$ cat config.mk
export PLATFORM = sky130hd
export DESIGN_NAME = imm_decode_stage
export DESIGN_NICKNAME = d
export VERILOG_FILES = /design/src/rtl/rv_imm_pkg.sv /design/src/rtl/imm_extract.sv /design/src/rtl/imm_decode_stage.sv
export SDC_FILE = /design/constraint.sdc
export NUM_CORES = 1
export LEC_CHECK = 0
export ABC_AREA = 1
export BUFFER_PORTS_ARGS = -buffer_cell sky130_fd_sc_hd__buf_2
export CAP_MARGIN = 20
export CORE_MARGIN = 3
export CORE_UTILIZATION = 45
export DETAILED_ROUTE_END_ITERATION = 8
export GPL_TIMING_DRIVEN = 1
export PLACE_DENSITY = 0.72
export SKIP_LAST_GASP = 1
export SLEW_MARGIN = 25
export SYNTH_ARGS = -nofsm -noshare
export SYNTH_HDL_FRONTEND = slang
export SYNTH_HIERARCHICAL = 1
export SYNTH_SLANG_ARGS = --single-unit
$ cat constraint.sdc
create_clock -name clk -period 6.1 [get_ports clk]
set_input_delay 1.22 -clock clk [delete_from_list [all_inputs] [get_ports clk]]
set_output_delay 1.22 -clock clk [all_outputs]
set_load 0.01 [all_outputs]
$ cat src/rtl/rv_imm_pkg.sv
// Shared format codes, opcode constants and skid-buffer state encoding
// for the immediate-decode stage.
package rv_imm_pkg;

    typedef enum logic [2:0] {
        R_TYPE = 3'd0,
        I_TYPE = 3'd1,
        S_TYPE = 3'd2,
        B_TYPE = 3'd3,
        U_TYPE = 3'd4,
        J_TYPE = 3'd5
    } imm_type_t;

    localparam logic [6:0] OP_LUI     = 7'b0110111;
    localparam logic [6:0] OP_AUIPC   = 7'b0010111;
    localparam logic [6:0] OP_JAL     = 7'b1101111;
    localparam logic [6:0] OP_JALR    = 7'b1100111;
    localparam logic [6:0] OP_BRANCH  = 7'b1100011;
    localparam logic [6:0] OP_LOAD    = 7'b0000011;
    localparam logic [6:0] OP_STORE   = 7'b0100011;
    localparam logic [6:0] OP_OPIMM   = 7'b0010011;
    localparam logic [6:0] OP_OP      = 7'b0110011;
    localparam logic [6:0] OP_SYSTEM  = 7'b1110011;
    localparam logic [6:0] OP_FENCE   = 7'b0001111;
    localparam logic [6:0] OP_OPIMM32 = 7'b0011011;
    localparam logic [6:0] OP_OP32    = 7'b0111011;

    typedef enum logic [1:0] {
        ST_EMPTY = 2'd0,
        ST_PIPE  = 2'd1,
        ST_SKID  = 2'd2
    } buf_state_t;

endpackage

$ cat src/rtl/imm_extract.sv
// Combinational format classification and sign-extended immediate
// extraction for one 32-bit RISC-V instruction.
module imm_extract
    import rv_imm_pkg::*;
#(
    parameter int XLEN = 32
) (
    input  logic [31:0]     instr,
    output imm_type_t       imm_type,
    output logic [XLEN-1:0] imm,
    output logic            illegal
);

    logic [6:0]  opcode;
    logic [31:0] raw;

    assign opcode = instr[6:0];

    always_comb begin
        imm_type = R_TYPE;
        illegal  = 1'b0;
        case (opcode)
            OP_LUI, OP_AUIPC:                                imm_type = U_TYPE;
            OP_JAL:                                          imm_type = J_TYPE;
            OP_BRANCH:                                       imm_type = B_TYPE;
            OP_STORE:                                        imm_type = S_TYPE;
            OP_JALR, OP_LOAD, OP_OPIMM, OP_SYSTEM, OP_FENCE: imm_type = I_TYPE;
            OP_OP:                                           imm_type = R_TYPE;
            OP_OPIMM32: begin
                if (XLEN == 64) imm_type = I_TYPE;
                else            illegal  = 1'b1;
            end
            OP_OP32: begin
                if (XLEN != 64) illegal = 1'b1;
            end
            default:                                         illegal  = 1'b1;
        endcase
        // Compressed/reserved encodings are rejected regardless of opcode.
        if (illegal || instr[1:0] != 2'b11) begin
            illegal  = 1'b1;
            imm_type = R_TYPE;
        end
    end

    always_comb begin
        raw = 32'd0;
        case (imm_type)
            I_TYPE:  raw = {{20{instr[31]}}, instr[31:20]};
            S_TYPE:  raw = {{20{instr[31]}}, instr[31:25], instr[11:7]};
            B_TYPE:  raw = {{19{instr[31]}}, instr[31], instr[7], instr[30:25], instr[11:8], 1'b0};
            U_TYPE:  raw = {instr[31:12], 12'd0};
            J_TYPE:  raw = {{11{instr[31]}}, instr[31], instr[19:12], instr[20], instr[30:21], 1'b0};
            default: raw = 32'd0;
        endcase
    end

    generate
        if (XLEN > 32) begin : g_wide
            assign imm = {{(XLEN-32){raw[31]}}, raw};
        end else begin : g_narrow
            assign imm = raw;
        end
    endgenerate

endmodule

$ cat src/rtl/imm_decode_stage.sv
// Registered immediate-decode stage: decode ahead of a 2-entry skid buffer
// so that in_ready comes straight from a flop.
module imm_decode_stage
    import rv_imm_pkg::*;
#(
    parameter int XLEN = 32
) (
    input  logic            clk,
    input  logic            rst,
    input  logic            flush,
    input  logic            in_valid,
    output logic            in_ready,
    input  logic [31:0]     in_instr,
    input  logic [XLEN-1:0] in_pc,
    output logic            out_valid,
    input  logic            out_ready,
    output logic [31:0]     out_instr,
    output logic [XLEN-1:0] out_pc,
    output logic [2:0]      out_type,
    output logic [XLEN-1:0] out_imm,
    output logic [XLEN-1:0] out_target,
    output logic            out_illegal
);

    imm_type_t       ext_type;
    logic [XLEN-1:0] ext_imm;
    logic            ext_illegal;
    logic [XLEN-1:0] ext_target;

    imm_extract #(.XLEN(XLEN)) u_extract (
        .instr    (in_instr),
        .imm_type (ext_type),
        .imm      (ext_imm),
        .illegal  (ext_illegal)
    );

    assign ext_target = in_pc + ext_imm;

    buf_state_t      state_reg, state_next;
    logic            in_ready_reg;
    logic            accept, take;
    logic            load_out_in, load_out_skid, load_skid;

    logic [31:0]     out_instr_reg,   skid_instr_reg;
    logic [XLEN-1:0] out_pc_reg,      skid_pc_reg;
    logic [2:0]      out_type_reg,    skid_type_reg;
    logic [XLEN-1:0] out_imm_reg,     skid_imm_reg;
    logic [XLEN-1:0] out_target_reg,  skid_target_reg;
    logic            out_illegal_reg, skid_illegal_reg;

    assign accept = in_valid & in_ready_reg;
    assign take   = out_valid & out_ready;

    always_ff @(posedge clk) begin
        if (rst) begin
            state_reg    <= ST_EMPTY;
            in_ready_reg <= 1'b1;
        end else begin
            state_reg    <= state_next;
            in_ready_reg <= (state_next != ST_SKID);
        end
    end

    always_comb begin
        state_next = state_reg;
        case (state_reg)
            ST_EMPTY: if (accept) state_next = ST_PIPE;
            ST_PIPE: begin
                if (accept && !take)      state_next = ST_SKID;
                else if (!accept && take) state_next = ST_EMPTY;
            end
            ST_SKID:  if (take) state_next = ST_PIPE;
            default:  state_next = ST_EMPTY;
        endcase
        if (flush) state_next = ST_EMPTY;
    end

    // Register-load strobes; a flush suppresses every load so nothing stale survives.
    always_comb begin
        load_out_in   = 1'b0;
        load_out_skid = 1'b0;
        load_skid     = 1'b0;
        if (!flush) begin
            case (state_reg)
                ST_EMPTY: load_out_in = accept;
                ST_PIPE: begin
                    if (accept && take) load_out_in = 1'b1;
                    else if (accept)    load_skid   = 1'b1;
                end
                ST_SKID:  load_out_skid = take;
                default: ;
            endcase
        end
    end

    always_ff @(posedge clk) begin
        if (rst) begin
            out_instr_reg    <= '0;
            out_pc_reg       <= '0;
            out_type_reg     <= '0;
            out_imm_reg      <= '0;
            out_target_reg   <= '0;
            out_illegal_reg  <= 1'b0;
            skid_instr_reg   <= '0;
            skid_pc_reg      <= '0;
            skid_type_reg    <= '0;
            skid_imm_reg     <= '0;
            skid_target_reg  <= '0;
            skid_illegal_reg <= 1'b0;
        end else begin
            if (load_out_in) begin
                out_instr_reg   <= in_instr;
                out_pc_reg      <= in_pc;
                out_type_reg    <= ext_type;
                out_imm_reg     <= ext_imm;
                out_target_reg  <= ext_target;
                out_illegal_reg <= ext_illegal;
            end else if (load_out_skid) begin
                out_instr_reg   <= skid_instr_reg;
                out_pc_reg      <= skid_pc_reg;
                out_type_reg    <= skid_type_reg;
                out_imm_reg     <= skid_imm_reg;
                out_target_reg  <= skid_target_reg;
                out_illegal_reg <= skid_illegal_reg;
            end
            if (load_skid) begin
                skid_instr_reg   <= in_instr;
                skid_pc_reg      <= in_pc;
                skid_type_reg    <= ext_type;
                skid_imm_reg     <= ext_imm;
                skid_target_reg  <= ext_target;
                skid_illegal_reg <= ext_illegal;
            end
        end
    end

    assign in_ready    = in_ready_reg;
    assign out_valid   = (state_reg != ST_EMPTY);
    assign out_instr   = out_instr_reg;
    assign out_pc      = out_pc_reg;
    assign out_type    = out_type_reg;
    assign out_imm     = out_imm_reg;
    assign out_target  = out_target_reg;
    assign out_illegal = out_illegal_reg;

endmodule

; ---- Yosys cells after proc, flatten, opt, wreduce, memory -nomap -nowiden
; Index checks and enable logic that the tools add are counted.
[word_totals]
reg_bits = 267
inputBits = 69
out_inout_bits = 134
wordCells = 81
[classes]
n_addsub = 1
n_eq_ne = 20
n_mux = 32
bitwise = 2
reduce_logical = 12
[ops]
columns = cell, count
row1 = 32-bit 2-to-1 mux, 8
row2 = 32-bit one-hot mux with 5 select lines, 1
row3 = 32-bit adder, 1
row4 = "7-bit equality test, second input constant", 4
row5 = "7-bit by 6-bit equality test with 1-bit output, second input constant", 3
row6 = 3-bit one-hot mux with 5 select lines, 1
row7 = "7-bit by 5-bit equality test with 1-bit output, second input constant", 2
row8 = 1-bit 2-to-1 mux, 12
row9 = 11-bit OR reduction, 1
row10 = 2-bit 2-to-1 mux, 5
row11 = 3-bit 2-to-1 mux, 3
row12 = "7-bit by 2-bit equality test with 1-bit output, second input constant", 1
row13 = "7-bit by 4-bit equality test with 1-bit output, second input constant", 1
row14 = "3-bit by 2-bit equality test with 1-bit output, second input constant", 2
row15 = "3-bit equality test, second input constant", 2
row16 = 2-bit one-hot mux with 3 select lines, 1
row17 = 5-bit OR reduction, 1
row18 = "2-bit != test, second input constant", 2
row19 = 2-bit nonzero test, 2
row20 = "3-bit by 1-bit equality test with 1-bit output, second input constant", 1
row21 = 1-bit logical AND, 3
row22 = 1-bit bitwise AND, 2
row23 = "2-bit by 1-bit equality test with 1-bit output, second input constant", 1
row24 = "2-bit equality test, second input constant", 1
row25 = 5 further kinds, 6

; ---- Depth between registers and ports, before layout
; Gate-level depths: netlist of the first run.
[logic_depth]
word_depth = 9
depth_mapped = 24
ltp_nobuf = 23

; ---- By module
; Netlist of the first run, hierarchy kept.
[by_module_without_submodules]
columns = mod, n_inst, cells_per_inst, area_per_inst_um2, seq_area_each_um2
row1 = imm_decode_stage, 1, 1891, 12633.4, 5345.1
row2 = imm_extract, 1, 198, 893.4, 0.0

; ---- Worst setup path after synthesis of the first run
; Ideal clock, no wire load.
[synth_path]
kind = in2reg
startpoint = in in_instr[1]
endpoint = reg skid_target_reg[14]
setup_time_ps = 115
arrival_ps = 3367
required_time_ps = 5985
setup_slack_ps = 2618
stages = 19
n_path_buf = 0
path_cell_list = nand2_1 > inv_2 > nand2_2 > nor2_1 > nor2_4 > nand3_4 > nand2_1 > nand2_1 > ha_1 > fa_1 > nand3_1 > nand3_1 > nand2_1 > nand2_1 > nand2_1 > nand2_1 > xor2_1 > o21ai_0 > inv_1
[synth_between]
elab_chain_len = 8
elab_cells_between_ends = 26
classes_between = 1 x add/sub / 17 x eq/ne / 4 x mux / 4 x reduce/logical
[synth_rtl]
columns = element, line
row1 = from (decl), imm_decode_stage.sv:13  ; input logic [31:0] in_instr,
row2 = "7-bit by 6-bit equality test with 1-bit output, or another cell as far along", imm_extract.sv:22  ; case (opcode)
row3 = 11-bit OR reduction (no source line), --
row4 = 1-bit 2-to-1 mux, --
row5 = 1-bit logical OR, imm_extract.sv:39  ; if (illegal || instr[1:0] != 2'b11) begin
row6 = 3-bit 2-to-1 mux *, imm_extract.sv:39
row7 = "3-bit equality test, or another cell as far along", imm_extract.sv:47  ; case (imm_type)
row8 = 32-bit one-hot mux with 5 select lines *, imm_extract.sv:47
row9 = via ext_imm[0], imm_decode_stage.sv:26  ; logic [XLEN-1:0] ext_imm;
row10 = 32-bit adder *, imm_decode_stage.sv:37  ; assign ext_target = in_pc + ext_imm;
row11 = to (signal assigned), imm_decode_stage.sv:131  ; skid_target_reg <= ext_target;
row12 = to (decl), imm_decode_stage.sv:48  ; logic [XLEN-1:0] out_target_reg, skid_target_reg;
; Mark *: on every way through the listed nets, which the timed path passes. The rest lies on a longest branch.
; A chain may end at the register's enable or synchronous reset.

; ---- Worst setup path after layout of the first run
[layout_path]
startpoint = in in_instr[1]
endpoint = reg skid_target_reg[23]
[layout_between]
elab_chain_len = 8
elab_cells_between_ends = 26
classes_between = 1 x add/sub / 17 x eq/ne / 4 x mux / 4 x reduce/logical
[layout_rtl]
columns = element, line
row1 = "7-bit by 6-bit equality test with 1-bit output, or another cell as far along", imm_extract.sv:22
row2 = 11-bit OR reduction (no source line), --
row3 = 1-bit 2-to-1 mux, --
row4 = 1-bit logical OR, imm_extract.sv:39
row5 = 3-bit 2-to-1 mux *, imm_extract.sv:39
row6 = via ext_type[2], imm_decode_stage.sv:25  ; imm_type_t ext_type;
row7 = "3-bit equality test, or another cell as far along", imm_extract.sv:47
row8 = 32-bit one-hot mux with 5 select lines *, imm_extract.sv:47
row9 = via ext_imm[14], imm_decode_stage.sv:26
row10 = 32-bit adder *, imm_decode_stage.sv:37
; Marks and branches as above.

==> qor.txt, run 1 <==
Die W: 179 um
Reg2reg path depth: 10
Maximum VDD drop: 250 uV
Data required, critical path: 6.57 ns
# Post-CTS Setup Buffers: 0
Fin nets: 2,329
Share of layout cells above drive strength 1: 12.8%
Max-slew violations: 0
Syn Std Cell Area: 0.0135 mm2
Highest clock rate: 263 MHz
Clock transition at path regs: 0.06 ns
Compound-Gate Fraction of Synth Area: 15.2%
Fin crit share: 62.3%
Mapped Avg Cell Area: 6.48 um2
DRT antenna net count: 0
DIE AREA: 0.0322 mm2
Placed Area: 0.0147 mm2
Largest net degree at the start of global routing: 85
Setup TNS: 0 ns
First-pass GRT wire length: 71,900 um
Grt total ovfl: 0
Largest family of logic cells by synthesized area: simple AND/OR/NAND/NOR gates
Num CTS Buffers: 30
Initial core utilization: 46.4%
Setup Crit Path Kind: primary input to register
Root Driver: clkbuf_16
Combinational fraction of design power: 11.1%
Net Sw Frac: 26.9%
Endpoint class of the critical path: register
Ant. Diodes: 0
Htree depth: 1
Worst r2r src: in_ready
PD cells: 259 mW/mm2
Worst setup path startpoint: in_instr[1]
Cell area after layout: 0.0157 mm2
Setup Viol. Count Final: 0
Status: finished clean
Pleak: 8.16 nW
Psw: 1.09 mW
Vias in the first global route: 13,000
Clock sinks: 267
Drt drc: 0
Clock insertion delay at the later pin of the skew report: 0.57 ns
Row count: 62
Gr usage total: 28.2%
DR pass1 iterations: 6
Most common cell after layout, fill and taps aside: nand2_1
Placed cell count: 2,580
Post-cts resize count: 0
Commonest cells after routing, fill and taps aside: 621 x nand2_1, 286 x nor2_1, 267 x dfxtp_1
Worst-case clock buffer depth: 3
Core ar.: 0.0292 mm2
Cell Int Power: 2.97 mW
Via count: 13,900
Vias/cell: 5.29
Starting DRT DRC Count: 1,360
Post-route setup slack: 2.30 ns
Hold path depth: 2
WP data arrival: 4.27 ns
Yosys reg bits: 267
CTS Hold Bufs: 0
EDFF count, synth: 0
Input/output buffers: 202
Startpoint types: primary input
Syn_nets: 2,190
Worst clock skew: 0.00874 ns
Clk pwr share: 44.0%
Simple-Gate Fraction of Synth Area: 30.1%
End of the worst hold path: out_imm[31]
Worst-Margin Slew: 1.07 ns
CTS tree: built
Adder-cell area share of the yosys netlist: 3.02%
Hold Slack: 0.465 ns
Post-synthesis cell type count: 38
Antenna violations before repair: 1
Final min period: 3.80 ns
Slew HR: 28.8%
Total of max-cap violations: 0
Boundary Pins: 203
Chip Height: 179 um
Final hold violation count: 0
Non-filler cells, final: 2,634
Placer Congestion: 0.972
Setup slack, reg-to-reg: 3.39 ns
Routed WL: 46,300 um
Fillers: 2,897
FF-to-FF End: skid_target_reg[4]
Synthesized instance count: 2,089
Reg power frac: 44.9%
Hold Path Origin: skid_imm_reg[31]
RSZ-0062 raised after global routing: false
Area Overhead vs Synth: 15.8%
XOR/XNOR share of the synthesized area: 1.04%
WL per Instance: 17.6 um
FF/Latch Area: 0.00535 mm2
Hold Crit Class: register to register
FFs w/ async S/R, synth: 0%
Footprint of the multi-input gates: 0.00669 mm2
Mux contribution to synthesized area: 0%
CP max FO: 13
Primary FF master, synth: dfxtp_1
Sequential share of the synthesized area: 39.5%
Pre-CTS setup slack: 1.76 ns
HPWL after DPL: 32,500 um
Synth warnings: 6
## final cells by class
class	instances	area share [%]
Multi-Input combinational cell	1440	42.7
Sequential cell	267	34.1
Timing Repair Buffer	216	7.22
Inverter	273	6.59
Clock buffer	44	5.58
Tap cell	384	3.07
Clock inverter	10	0.695
## worst max path at each step
stage	endpoint	slack (ns)
CTS	skid_target_reg[23]	2.31
global placement	skid_target_reg[23]	1.73
floorplan	skid_target_reg[14]	2.62
global route	out_target[29]	2.03
detailed placement	skid_target_reg[23]	1.76
finish	skid_target_reg[23]	2.30
## logic make-up after synthesis
family / Yosys count
and+or+nand+nor: 1026
adders and majority gates: 32
DFF: 267
buffers and inverters: 382
AOI/OAI and AO/OA: 366
xor gates and xnor gates: 16
## per-layer routing
layer	GRT usage (%)	share of wire [%]	routed length, um
met1	36.8	42	19600
met2	48.5	48	22000
met3	3.77	6.9	3180
met4	8.51	3.1	1450
met5	0	0.015	7
## worst max-delay path, cell delays in order
cell and delay (ns):
buf_2 0.10, nand2_1 0.15, inv_2 0.06, nand2_1 0.13
inv_1 0.20, nand2_1 0.13, nand2_2 0.17, a21oi_1 0.27
nand2_1 0.16, ha_1 0.42, nand2_1 0.15, nor2_1 0.25
and2_1 0.17, nand2_1 0.06, nand2_1 0.14, nand2_1 0.11
nand3_1 0.13, nand3_1 0.09, nand2_1 0.10, inv_1 0.04
## synthesized netlist by cell type, types with 3 or more instances
master    instances  area (um2)
a221oi_1         24         210
o211ai_1          4        30.0
clkbuf_1         66         248
buf_6             4        45.0
xnor2_1           5        43.8
nand2_2           3        18.8
nor2_1          286        1070
o21ai_1           5        25.0
nor3_1            7        35.0
dfxtp_1         267        5350
inv_1           265         995
nand3_1          91         455
ha_1             31         388
inv_2             7        26.3
nand4_1           4        25.0
a31oi_1          79         494
a21oi_1         106         531
o21bai_1          6        45.0
nand2_1         621        2330
nor2_2            3        18.8
buf_1             9        33.8
o21ai_0         139         696
buf_2            29         145
xor2_1           11        96.3
## power groups by stage
stage	Combinational, mW	Clock (mW)	Sequential (mW)
floorplan	0.251	0	1.87
global route	0.499	1.88	1.83
finish	0.452	1.79	1.82
CTS	0.450	1.81	1.82
detailed placement	0.448	0	1.86
global placement	0.444	0	1.86
## through the flow
step           power [mW]  util [%]
3_5_place_dp         2.31      50.3
3_3_place_gp         2.30      50.3
6_report             4.06      53.7
5_1_grt              4.21      53.7
2_1_floorplan        2.12         -
4_1_cts              4.08      53.7
No activity file was read; power rests on OpenSTA's default activity.
==> inputs of run 2 (changes only) <==
Clock period 6.1 ns to 3.9 ns, I/O delays scaled along.
==> run 2 against run 1 <==
Against the previous run:
- cell count grew 0.53%
- register-to-register slack lost 1.6 ns
- combinational power grew 59%
- highest routed layer unchanged
- die area is the same
- clock skew grew 0.0051 ns
- critical path type unchanged
- sequential share of layout area shrank 0.34 points
- global-route usage shrank 0.33 points
- count of clock-buffer cells in the layout shrank 1
==> qor.txt, run 2 (synthesis gave the netlist of run 1 again) <==
Grt total ovfl: 0
Highest clock rate: 302 MHz
# Post-CTS Setup Buffers: 0
Root Driver: clkbuf_16
Antenna violations before repair: 1
Drt drc: 0
Die W: 179 um
Input/output buffers: 202
Commonest cells after routing, fill and taps aside: 621 x nand2_1, 286 x nor2_1, 267 x dfxtp_1
CTS tree: built
GRT Max-Usage Layer: met2
DRT antenna net count: 0
Worst clock skew: 0.0138 ns
End of the worst hold path: out_pc[31]
Setup slack, reg-to-reg: 1.80 ns
First-pass GRT wire length: 71,000 um
Core ar.: 0.0292 mm2
RSZ-0062 raised after global routing: false
Slew HR: 34.7%
GR Util met2: 47.8%
Most common cell after layout, fill and taps aside: nand2_1
Final min period: 3.31 ns
Setup Crit Path Kind: primary input to register
PD cells: 404 mW/mm2
Via count: 13,800
Ant. Diodes: 0
Largest net degree at the start of global routing: 150
Data required, critical path: 4.36 ns
Hold Crit Class: register to register
GR Util met1: 36.0%
CP max FO: 21
Vias in the first global route: 13,000
Reg2reg path depth: 9
Num CTS Buffers: 30
Htree depth: 1
Post-cts resize count: 0
Clock transition at path regs: 0.06 ns
Worst r2r src: in_ready
Area Overhead vs Synth: 16.9%
CTS Hold Bufs: 0
Startpoint types: primary input
Boundary Pins: 203
Fin nets: 2,343
Maximum VDD drop: 326 uV
Gr usage total: 27.8%
Share of layout cells above drive strength 1: 13.3%
Setup TNS: 0 ns
Placer Congestion: 0.950
Hold Slack: 0.465 ns
Total of max-cap violations: 0
DR pass1 iterations: 5
WL per Instance: 17.2 um
Final hold violation count: 0
Status: finished clean
Row count: 62
Routed WL: 45,500 um
Met3 Use GR: 4.05%
Hold path depth: 2
Endpoint class of the critical path: register
Vias/cell: 5.23
WP data arrival: 3.77 ns
Hold Path Origin: skid_pc_reg[31]
Clock sinks: 267
Clock insertion delay at the later pin of the skew report: 0.58 ns
DIE AREA: 0.0322 mm2
Max-slew violations: 0
Starting DRT DRC Count: 1,053
FF-to-FF End: skid_target_reg[15]
Worst-case clock buffer depth: 3
Initial core utilization: 46.4%
Worst-Margin Slew: 0.979 ns
Setup Viol. Count Final: 0
Fin crit share: 84.9%
HPWL after DPL: 32,000 um
Chip Height: 179 um
Pleak: 8.26 nW
run 2: cell count changes in the layout (fill, tap and decap cells not counted), sizes merged:
cell | before | now
buf | 216 | 230
clkinvlp | 2 | 0
inv | 271 | 273
bufinv | 1 | 2
clkbuf | 44 | 43
run 2: how the worst max path moves through the flow:
| stage | endpoint | cells after the start | from |
|---|---|---|---|
| floorplan | skid_target_reg[14] | 19 | in_instr[1] |
| global placement | skid_target_reg[13] | 19 | in_instr[1] |
| detailed placement | skid_target_reg[14] | 20 | in_instr[1] |
| CTS | skid_target_reg[14] | 20 | in_instr[1] |
| global route | skid_target_reg[14] | 20 | in_instr[0] |
| finish | out_target[20] | 20 | in_instr[1] |
run 2: per-layer routing:
metal	up-vias	share of wire (%)
met2	452	47
li1	6914	-
met5	-	0.015
met4	2	3.7
met1	6385	43
met3	88	6.2
run 2: final cells by class:
| cell class | instances | area [um2] |
|---|---|---|
| inverters | 273 | 1030 |
| clock buffers | 43 | 850 |
| well taps | 384 | 480 |
| fillers | 2932 | 13400 |
| clock inverters | 11 | 126 |
| repair buffers | 230 | 1300 |
| flip-flops and latches | 267 | 5350 |
| multi-input cells | 1440 | 6690 |
run 2: critical path, cell delays in order:
cell and delay, ns:
buf_2 0.10, nand2_1 0.16, inv_2 0.07, nand2_2 0.11
nor2_1 0.08, nor2_4 0.15, nand3_4 0.17, nand2_4 0.26
nand2_1 0.18, ha_1 0.37, nand2_1 0.14, inv_1 0.07
a21oi_1 0.28, nand3_1 0.29, nand2_1 0.15, nand2_1 0.06
nand2_1 0.08, nand3_1 0.11, nand3_1 0.10, inv_1 0.05
run 2: per-stage QoR:
| stage | area [um2] | cells | power [mW] | setup slack (ns) | utilization [%] |
|---|---|---|---|---|---|
| finish | 15800 | 2648 | 6.38 | 0.588 | 54.2 |
| CTS | 15800 | 2648 | 6.43 | 0.603 | 54.2 |
| detailed placement | 14800 | 2594 | 3.63 | 0.0256 | 50.9 |
| global placement | 14800 | 2594 | 3.62 | 0.0805 | 50.9 |
| floorplan | 13500 | 2089 | 3.32 | 0.858 | - |
| global route | 15800 | 2648 | 6.62 | 0.259 | 54.2 |
run 2: power breakdown:
part           switching (mW)  internal (mW)
Clock                    1.16           1.65
Combinational           0.488          0.231
Sequential             0.0453           2.81
Total                    1.70           4.68
